### src/rtl/fifo_rd_stream_adapter_if.sv
// Signal bundle between the FIFO read port, fifo_rd_stream_adapter and the downstream stream sink.
// The master modport is the adapter's view; slave is the FIFO/sink side.
interface fifo_rd_stream_adapter_if #(
    parameter int DATA_WIDTH = 32
);
    logic                  fifo_empty;
    logic [DATA_WIDTH-1:0] fifo_rd_data;
    logic                  rd_en;
    logic                  m_valid;
    logic                  m_ready;
    logic [DATA_WIDTH-1:0] m_data;
    logic                  m_last;
    logic [1:0]            buf_level;

    modport master (
        input  fifo_empty, fifo_rd_data, m_ready,
        output rd_en, m_valid, m_data, m_last, buf_level
    );

    modport slave (
        output fifo_empty, fifo_rd_data, m_ready,
        input  rd_en, m_valid, m_data, m_last, buf_level
    );
endinterface

### src/rtl/fifo_rd_stream_adapter.sv
// FIFO read-side drain engine: credit-based prefetch into a 3-entry buffer, valid/ready stream out.
// Optional packet framing on m_last is built only when FIFO_RD_STREAM_LAST_EN is defined.
module fifo_rd_stream_adapter #(
    parameter int DATA_WIDTH = 32,
    parameter int OUT_REG    = 0,
    parameter int PKT_LEN    = 9
) (
    input  logic                      rd_clk,
    input  logic                      rd_rst_n,
    fifo_rd_stream_adapter_if.master  bus
);
    localparam int RD_LAT = 1 + OUT_REG;

    if (OUT_REG != 0 && OUT_REG != 1) begin : g_bad_out_reg
        $error("fifo_rd_stream_adapter: OUT_REG must be 0 or 1");
    end
    if (PKT_LEN < 2 || PKT_LEN > 1023) begin : g_bad_pkt_len
        $error("fifo_rd_stream_adapter: PKT_LEN must be in 2..1023");
    end

    logic [RD_LAT-1:0]     inflight;
    logic [DATA_WIDTH-1:0] mem [3];
    logic [1:0]            wr_ptr;
    logic [1:0]            rd_ptr;
    logic [1:0]            level;
    logic [2:0]            inflight_cnt;
    logic [3:0]            credit_use;
    logic                  push;
    logic                  pop;
    logic                  m_valid_int;
    logic                  rd_en_int;

    function automatic logic [1:0] next_ptr(input logic [1:0] p);
        return (p == 2'd2) ? 2'd0 : p + 2'd1;
    endfunction

    always_comb begin
        inflight_cnt = '0;
        for (int i = 0; i < RD_LAT; i++) begin
            inflight_cnt = inflight_cnt + {2'b00, inflight[i]};
        end
    end

    assign m_valid_int = (level != 2'd0);
    assign push        = inflight[RD_LAT-1];
    assign pop         = m_valid_int & bus.m_ready;

    // Words already requested plus words held must stay within the 3 buffer slots.
    assign credit_use  = {1'b0, inflight_cnt} + {2'b00, level} - {3'b000, pop};
    assign rd_en_int   = rd_rst_n & ~bus.fifo_empty & (credit_use < 4'd3);

    always_ff @(posedge rd_clk or negedge rd_rst_n) begin
        if (!rd_rst_n) begin
            inflight <= '0;
        end else begin
            inflight[0] <= rd_en_int;
            for (int i = 1; i < RD_LAT; i++) begin
                inflight[i] <= inflight[i-1];
            end
        end
    end

    always_ff @(posedge rd_clk or negedge rd_rst_n) begin
        if (!rd_rst_n) begin
            wr_ptr <= 2'd0;
            rd_ptr <= 2'd0;
            level  <= 2'd0;
            for (int i = 0; i < 3; i++) begin
                mem[i] <= '0;
            end
        end else begin
            if (push) begin
                mem[wr_ptr] <= bus.fifo_rd_data;
                wr_ptr      <= next_ptr(wr_ptr);
            end
            if (pop) begin
                rd_ptr <= next_ptr(rd_ptr);
            end
            case ({push, pop})
                2'b10:   level <= level + 2'd1;
                2'b01:   level <= level - 2'd1;
                default: level <= level;
            endcase
        end
    end

    assert property (@(posedge rd_clk) disable iff (!rd_rst_n)
        !(push && !pop && level == 2'd3));

    assign bus.rd_en     = rd_en_int;
    assign bus.m_valid   = m_valid_int;
    assign bus.m_data    = mem[rd_ptr];
    assign bus.buf_level = level;

`ifdef FIFO_RD_STREAM_LAST_EN
    localparam int CNT_W = $clog2(PKT_LEN);

    logic [CNT_W-1:0] beat_cnt;

    always_ff @(posedge rd_clk or negedge rd_rst_n) begin
        if (!rd_rst_n) begin
            beat_cnt <= '0;
        end else if (pop) begin
            beat_cnt <= (beat_cnt == CNT_W'(PKT_LEN - 1)) ? '0 : beat_cnt + CNT_W'(1);
        end
    end

    assign bus.m_last = m_valid_int & (beat_cnt == CNT_W'(PKT_LEN - 1));
`else
    assign bus.m_last = 1'b0;
`endif
endmodule

### src/flat_wrapper.sv
// flat-port wrapper written by rule: the top's interface ports become plain ports
module fifo_rd_stream_adapter_flat 
#(
    parameter int DATA_WIDTH = 32,
    parameter int OUT_REG    = 0,
    parameter int PKT_LEN    = 9
)
  (rd_clk, rd_rst_n, bus_fifo_empty, bus_fifo_rd_data, bus_m_ready, bus_rd_en, bus_m_valid, bus_m_data, bus_m_last, bus_buf_level);
  fifo_rd_stream_adapter_if #(.DATA_WIDTH(DATA_WIDTH)) bus_i ();
  input  logic rd_clk;
  input  logic rd_rst_n;
  input wire logic [$bits(bus_i.fifo_empty)-1:0] bus_fifo_empty;
  input wire logic [$bits(bus_i.fifo_rd_data)-1:0] bus_fifo_rd_data;
  input wire logic [$bits(bus_i.m_ready)-1:0] bus_m_ready;
  output wire logic [$bits(bus_i.rd_en)-1:0] bus_rd_en;
  output wire logic [$bits(bus_i.m_valid)-1:0] bus_m_valid;
  output wire logic [$bits(bus_i.m_data)-1:0] bus_m_data;
  output wire logic [$bits(bus_i.m_last)-1:0] bus_m_last;
  output wire logic [$bits(bus_i.buf_level)-1:0] bus_buf_level;
  assign bus_i.fifo_empty = bus_fifo_empty;
  assign bus_i.fifo_rd_data = bus_fifo_rd_data;
  assign bus_i.m_ready = bus_m_ready;
  assign bus_rd_en = bus_i.rd_en;
  assign bus_m_valid = bus_i.m_valid;
  assign bus_m_data = bus_i.m_data;
  assign bus_m_last = bus_i.m_last;
  assign bus_buf_level = bus_i.buf_level;
  fifo_rd_stream_adapter #(.DATA_WIDTH(DATA_WIDTH), .OUT_REG(OUT_REG), .PKT_LEN(PKT_LEN)) u_core (.rd_clk(rd_clk), .rd_rst_n(rd_rst_n), .bus(bus_i));
endmodule
### config.mk
export PLATFORM = sky130hd
export DESIGN_NAME = fifo_rd_stream_adapter_flat
export DESIGN_NICKNAME = d
export VERILOG_FILES = /design/src/rtl/fifo_rd_stream_adapter_if.sv /design/src/rtl/fifo_rd_stream_adapter.sv /design/src/flat_wrapper.sv
export SDC_FILE = /design/constraint.sdc
export NUM_CORES = 1
export LEC_CHECK = 0
export CAP_MARGIN = 15
export CORE_MARGIN = 5
export CORE_UTILIZATION = 58
export DETAILED_ROUTE_END_ITERATION = 10
export PLACE_DENSITY = 0.85
export SYNTH_ARGS = -nofsm -noshare
export SYNTH_HDL_FRONTEND = slang
export SYNTH_SLANG_ARGS = --single-unit
### constraint.sdc
create_clock -name rd_clk -period 4.5 [get_ports rd_clk]
set_input_delay 0.9 -clock rd_clk [delete_from_list [all_inputs] [get_ports rd_clk]]
set_output_delay 0.9 -clock rd_clk [all_outputs]
set_load 0.02 [all_outputs]
After elaboration in Yosys (flattened, before gate mapping)
Index checks and enable logic that the tools add are counted.
Widths: inputs -> output; s select.

operators by class
  $add $sub $neg = 6
  order comparisons = 4
  equality and inequality tests = 4
  multiplexer cells = 9
  bitwise operators = 6
  reductions and logical operators = 3

operators with widths
  cell                 count
  $bwmux 96            1
  $mux 32              3
  $bmux 32 s2          1
  $demux 32 s2         1
  $add 2x1->2 const B  3
  $eq 2x2->1 const B   3
  $ge 3x3->1 const B   2
  $not 2->3            2
  $lt 4x2->1 const B   1
  $mux 2               2
  $pmux 2 s2           1
  $reduce_bool 2->1    2
  $sub 4x1->4          1
  $add 1x2->3          1
  $and 1x1->1          3
  $lt 3x1->1 const B   1
  $eq 2x1->1 const B   1
  $sub 2x1->2 const B  1
  $logic_and 1x1->1    1
  $not 1->1            1

storage, ports and cells
  flip-flop bits (word level) = 103
  input port bits = 36
  output and inout bits = 37
  word-level logic and storage cells = 39

Depth between registers and ports, before layout
  depth in word-level cells = 6
  mapped depth = 7

Worst setup path before layout
OpenSTA, ideal clock, no wires.

  path type = input port to output port
  start = in bus_m_ready
  end = out bus_rd_en
  arrival = 2.519 ns
  setup slack = 1.081 ns
  stages on the path = 6
  buffers on the path = 0
  path through = o21ai_0 > inv_1 > ha_1 > ha_1 > o21ai_0 > nor4b_1

on the way
  word-level cells in the longest chain between the ends = 4

ends and longest elaborated chain
  what            RTL line                      text
  from (decl)     flat_wrapper.sv:14            input wire logic [$bits(bus_i.m_ready)-1:0] bus_m_ready;
  $and 1x1->1     fifo_rd_stream_adapter.sv:46  assign pop = m_valid_int & bus.m_ready;
  net u_core.pop  fifo_rd_stream_adapter.sv:29  logic pop;
  $sub 4x1->4     fifo_rd_stream_adapter.sv:49  assign credit_use = {1'b0, inflight_cnt} + {2'b00, level} - {3'b000, pop};
  $lt 4x2->1      fifo_rd_stream_adapter.sv:50  assign rd_en_int = rd_rst_n & ~bus.fifo_empty & (credit_use < 4'd3);
  $and 1x1->1     fifo_rd_stream_adapter.sv:50
  to (decl)       flat_wrapper.sv:15            output wire logic [$bits(bus_i.rd_en)-1:0] bus_rd_en;

The timed path passes the listed nets, and every way through them passes these cells.

Final worst setup path
Same ends and word-level chain as after synthesis.

==> summary.txt <==
Timing
  – Slew @ Worst Pin: 1.138 ns
  – Final Hold Vio Count: 0
  – RSZ-0062 raised after global routing: no
  – Slew Viols, Final: 0
  – Min Tclk post-route: 4.143 ns
  – Setup violations, final: 0
  – Clock Skew: 0.01061 ns
  – Max-slew headroom: 0.2414
  – Fin Setup TNS: 0 ns
  – Max Fclk: 0.2414 GHz
  – Final hold slack: 0.5118 ns
  – Final period utilization: 0.9207

Run
  – Max Cap Viol: 0

Setup path
  – RR Startpoint: u_core.inflight
  – Worst path required time: 3.60 ns
  – Worst Setup Start Kind: primary input
  – WP data arrival: 3.24 ns
  – Critical path class: in -> out
  – R2r endpoint: u_core.mem[14]
  – Cells on worst reg2reg path: 3
  – Worst reg2reg setup slack: 2.43 ns
  – Crit. End Element: output port
  – Crit-path max FO: 4

Global route
  – Overflow after GRT: 0
  – Vias in the first global route: 3100
  – First-pass GRT wire length: 15.68 mm
  – Initial antenna violation count: 0
  – Largest net degree at the start of global routing: 58
  – Gr usage total: 0.1997

Place
  – GPL Wtd Cong: 0.7835
  – IO Port Bufs: 71
  – Detailed Place HPWL: 5.831 mm
  – DP Area: 5507 um2

Clock tree
  – CTS root buffer: clkbuf_8
  – Number of post-CTS setup repair buffers: 0
  – Cts-stage hold buffer count: 0
  – Clock sink total: 103
  – CTS Buffer Depth: 2
  – Htree depth: 3
  – Clock Latency Late Sink: 0.36 ns
  – CTS tree: done
  – CTS resizes: 0
  – Clock transition at path regs: 0.08 ns
  – Number of CTS-inserted buffers: 9

Pwr
  – Pwr Density: 792.0 nW/um2
  – Maximum vdd drop: 452.3 uV
  – Static leakage: 0.002505 uW

Yosys
  – Flops & latches, synth: 103
  – Adder-cell share of the synthesized area: 0.01585
  – Post-Syn Nets: 392
  – Simple-gate share of the synthesized area: 0.03698
  – Yosys cell types: 26
  – Largest family of logic cells by synthesized area: multiplexers
  – Seq/Total Area, Yosys: 0.5441
  – YS warnings: 0
  – Mux contribution to synthesized area: 0.3220
  – Post-Syn Area: 4737 um2
  – Synthesized instance count: 350
  – Syn_area_per_cell: 13.53 um2
  – Compound-Gate Fraction of Synth Area: 0.04015
  – Synth Area in XOR/XNOR: 0.007396

Finish
  – Ant diodes: 0
  – Share of cells above drive strength 1: 0.2959
  – Final Cell Area: 5685 um2
  – Nets: 457
  – Synthesis-to-layout area growth: 20.02%
  – Most frequent cells in the layout: 102 x dfrtp_1, 70 x clkdlybuf4s50_1, 67 x mux2_2, 33 x nand2_1, 32 x mux2i_1
  – Commonest non-fill, non-tap cell in the layout: dfrtp_1
  – Final core occ: 0.7025

Hold path
  – Worst hold path type: reg -> reg
  – Hold depth: 1
  – Hold Crit Endpoint: u_core.mem[88]
  – Worst min-delay path startpoint: u_core.mem[88]

Route
  – ANT nets after route: 0
  – First-pass iteration count of the detailed router: 4
  – Avg WL per Cell: 18.08 um
  – Total number of vias: 2896
  – Total Routed Length: 9.473 mm
  – Drt initial violations: 104
  – DRC Markers: 0
  – Via-to-Cell Ratio: 5.527

Die
  – Die area: 10080 um2
  – Die height: 100.4 um
  – Core area: 8093 um2
  – Die Span X: 100.4 um
  – Row count: 33
  – I/O Pins: 73
  – Starting Density: 0.5853

Status
  – Status: complete, no violations
[through the flow]
| step | cells | setup slack (ns) | power, uW |
|---|---|---|---|
| final | 524 | 0.3567 | 4503 |
| after global placement | 509 | 0.4471 | 3891 |
| after floorplan | 350 | 1.081 | 3117 |
| after global routing | 524 | 0.1628 | 4794 |
| after CTS | 524 | 0.3589 | 4552 |
| after detailed placement | 509 | 0.3299 | 3985 |
[per-layer routing]
layer,GRT usage,vias to the layer above,part of all wire
met5,0,-,0
met4,0.05803,0,0.011
met3,0.04864,9,0.038
met2,0.3211,55,0.49
met1,0.2711,1486,0.46
li1,-,1346,-
[report_power, final]
group	total [uW]	internal [uW]	switching [uW]	leakage [uW]
clock network	546	253	293	0.0000892
registers	1670	1400	267	0.00121
logic	2290	1230	1060	0.00120
[cells by family (layout without fill, tap and decap cells)]
kind of cell	Yosys count	count (layout)
mux	129	129
xor+xnor	4	4
buf+inv	29	98
other cells	1	1
fa+ha+maj	6	6
compound gates	37	37
simple gates	41	41
flops	103	103
[worst max-delay path by stage]
stage,start,to,slack [ns],depth (start not counted)
CTS,bus_m_ready,bus_rd_en,0.36,8
global route,bus_m_ready,bus_rd_en,0.16,8
global placement,bus_m_ready,bus_rd_en,0.45,8
detailed placement,bus_m_ready,bus_rd_en,0.33,8
finish,bus_m_ready,bus_rd_en,0.36,8
floorplan,bus_m_ready,bus_rd_en,1.08,6
[cells in the mapped netlist, drive strengths merged]
cell	count	share of area
xnor2	3	0.0055
nand3	1	0.0011
nor4b	1	0.0018
or2	1	0.0013
o21ai	35	0.037
nand2	33	0.026
buf	15	0.022
xor2	1	0.0018
dfrtp	103	0.54
clkbuf	7	0.0055
conb	1	0.00079
or3	1	0.0013
mux2	97	0.25
inv	7	0.0055
nor3	2	0.0032
a21o	2	0.0032
nor2b	1	0.0013
ha	6	0.016
nor2	1	0.00079
mux2i	32	0.068
[layout make-up]
cell class              instances  area (um2)
multi-input cells             218        2024
repair buffers                 76       745.7
clock buffers                  11       131.4
fillers                       593        2407
well taps                     105       131.4
flip-flops and latches        103        2579
clock inverters                 4       47.55
inverters                       7       26.28
[worst max-delay path, stage by stage]
cell and delay (ns):
clkdlybuf4s50_1 0.40, o21ai_0 0.18, inv_1 0.13, ha_1 0.25, ha_1 0.28, o21ai_0 0.07
nor4b_1 0.35, clkdlybuf4s50_1 0.68
[state kept, by name, summed over array words and instances (netlist names)]
register / flops
u_core.wr_ptr: 2
u_core.rd_ptr: 2
u_core.inflight: 1
u_core.mem: 96
u_core.bus.buf_level: 2
(Power assumes the default switching activity.)
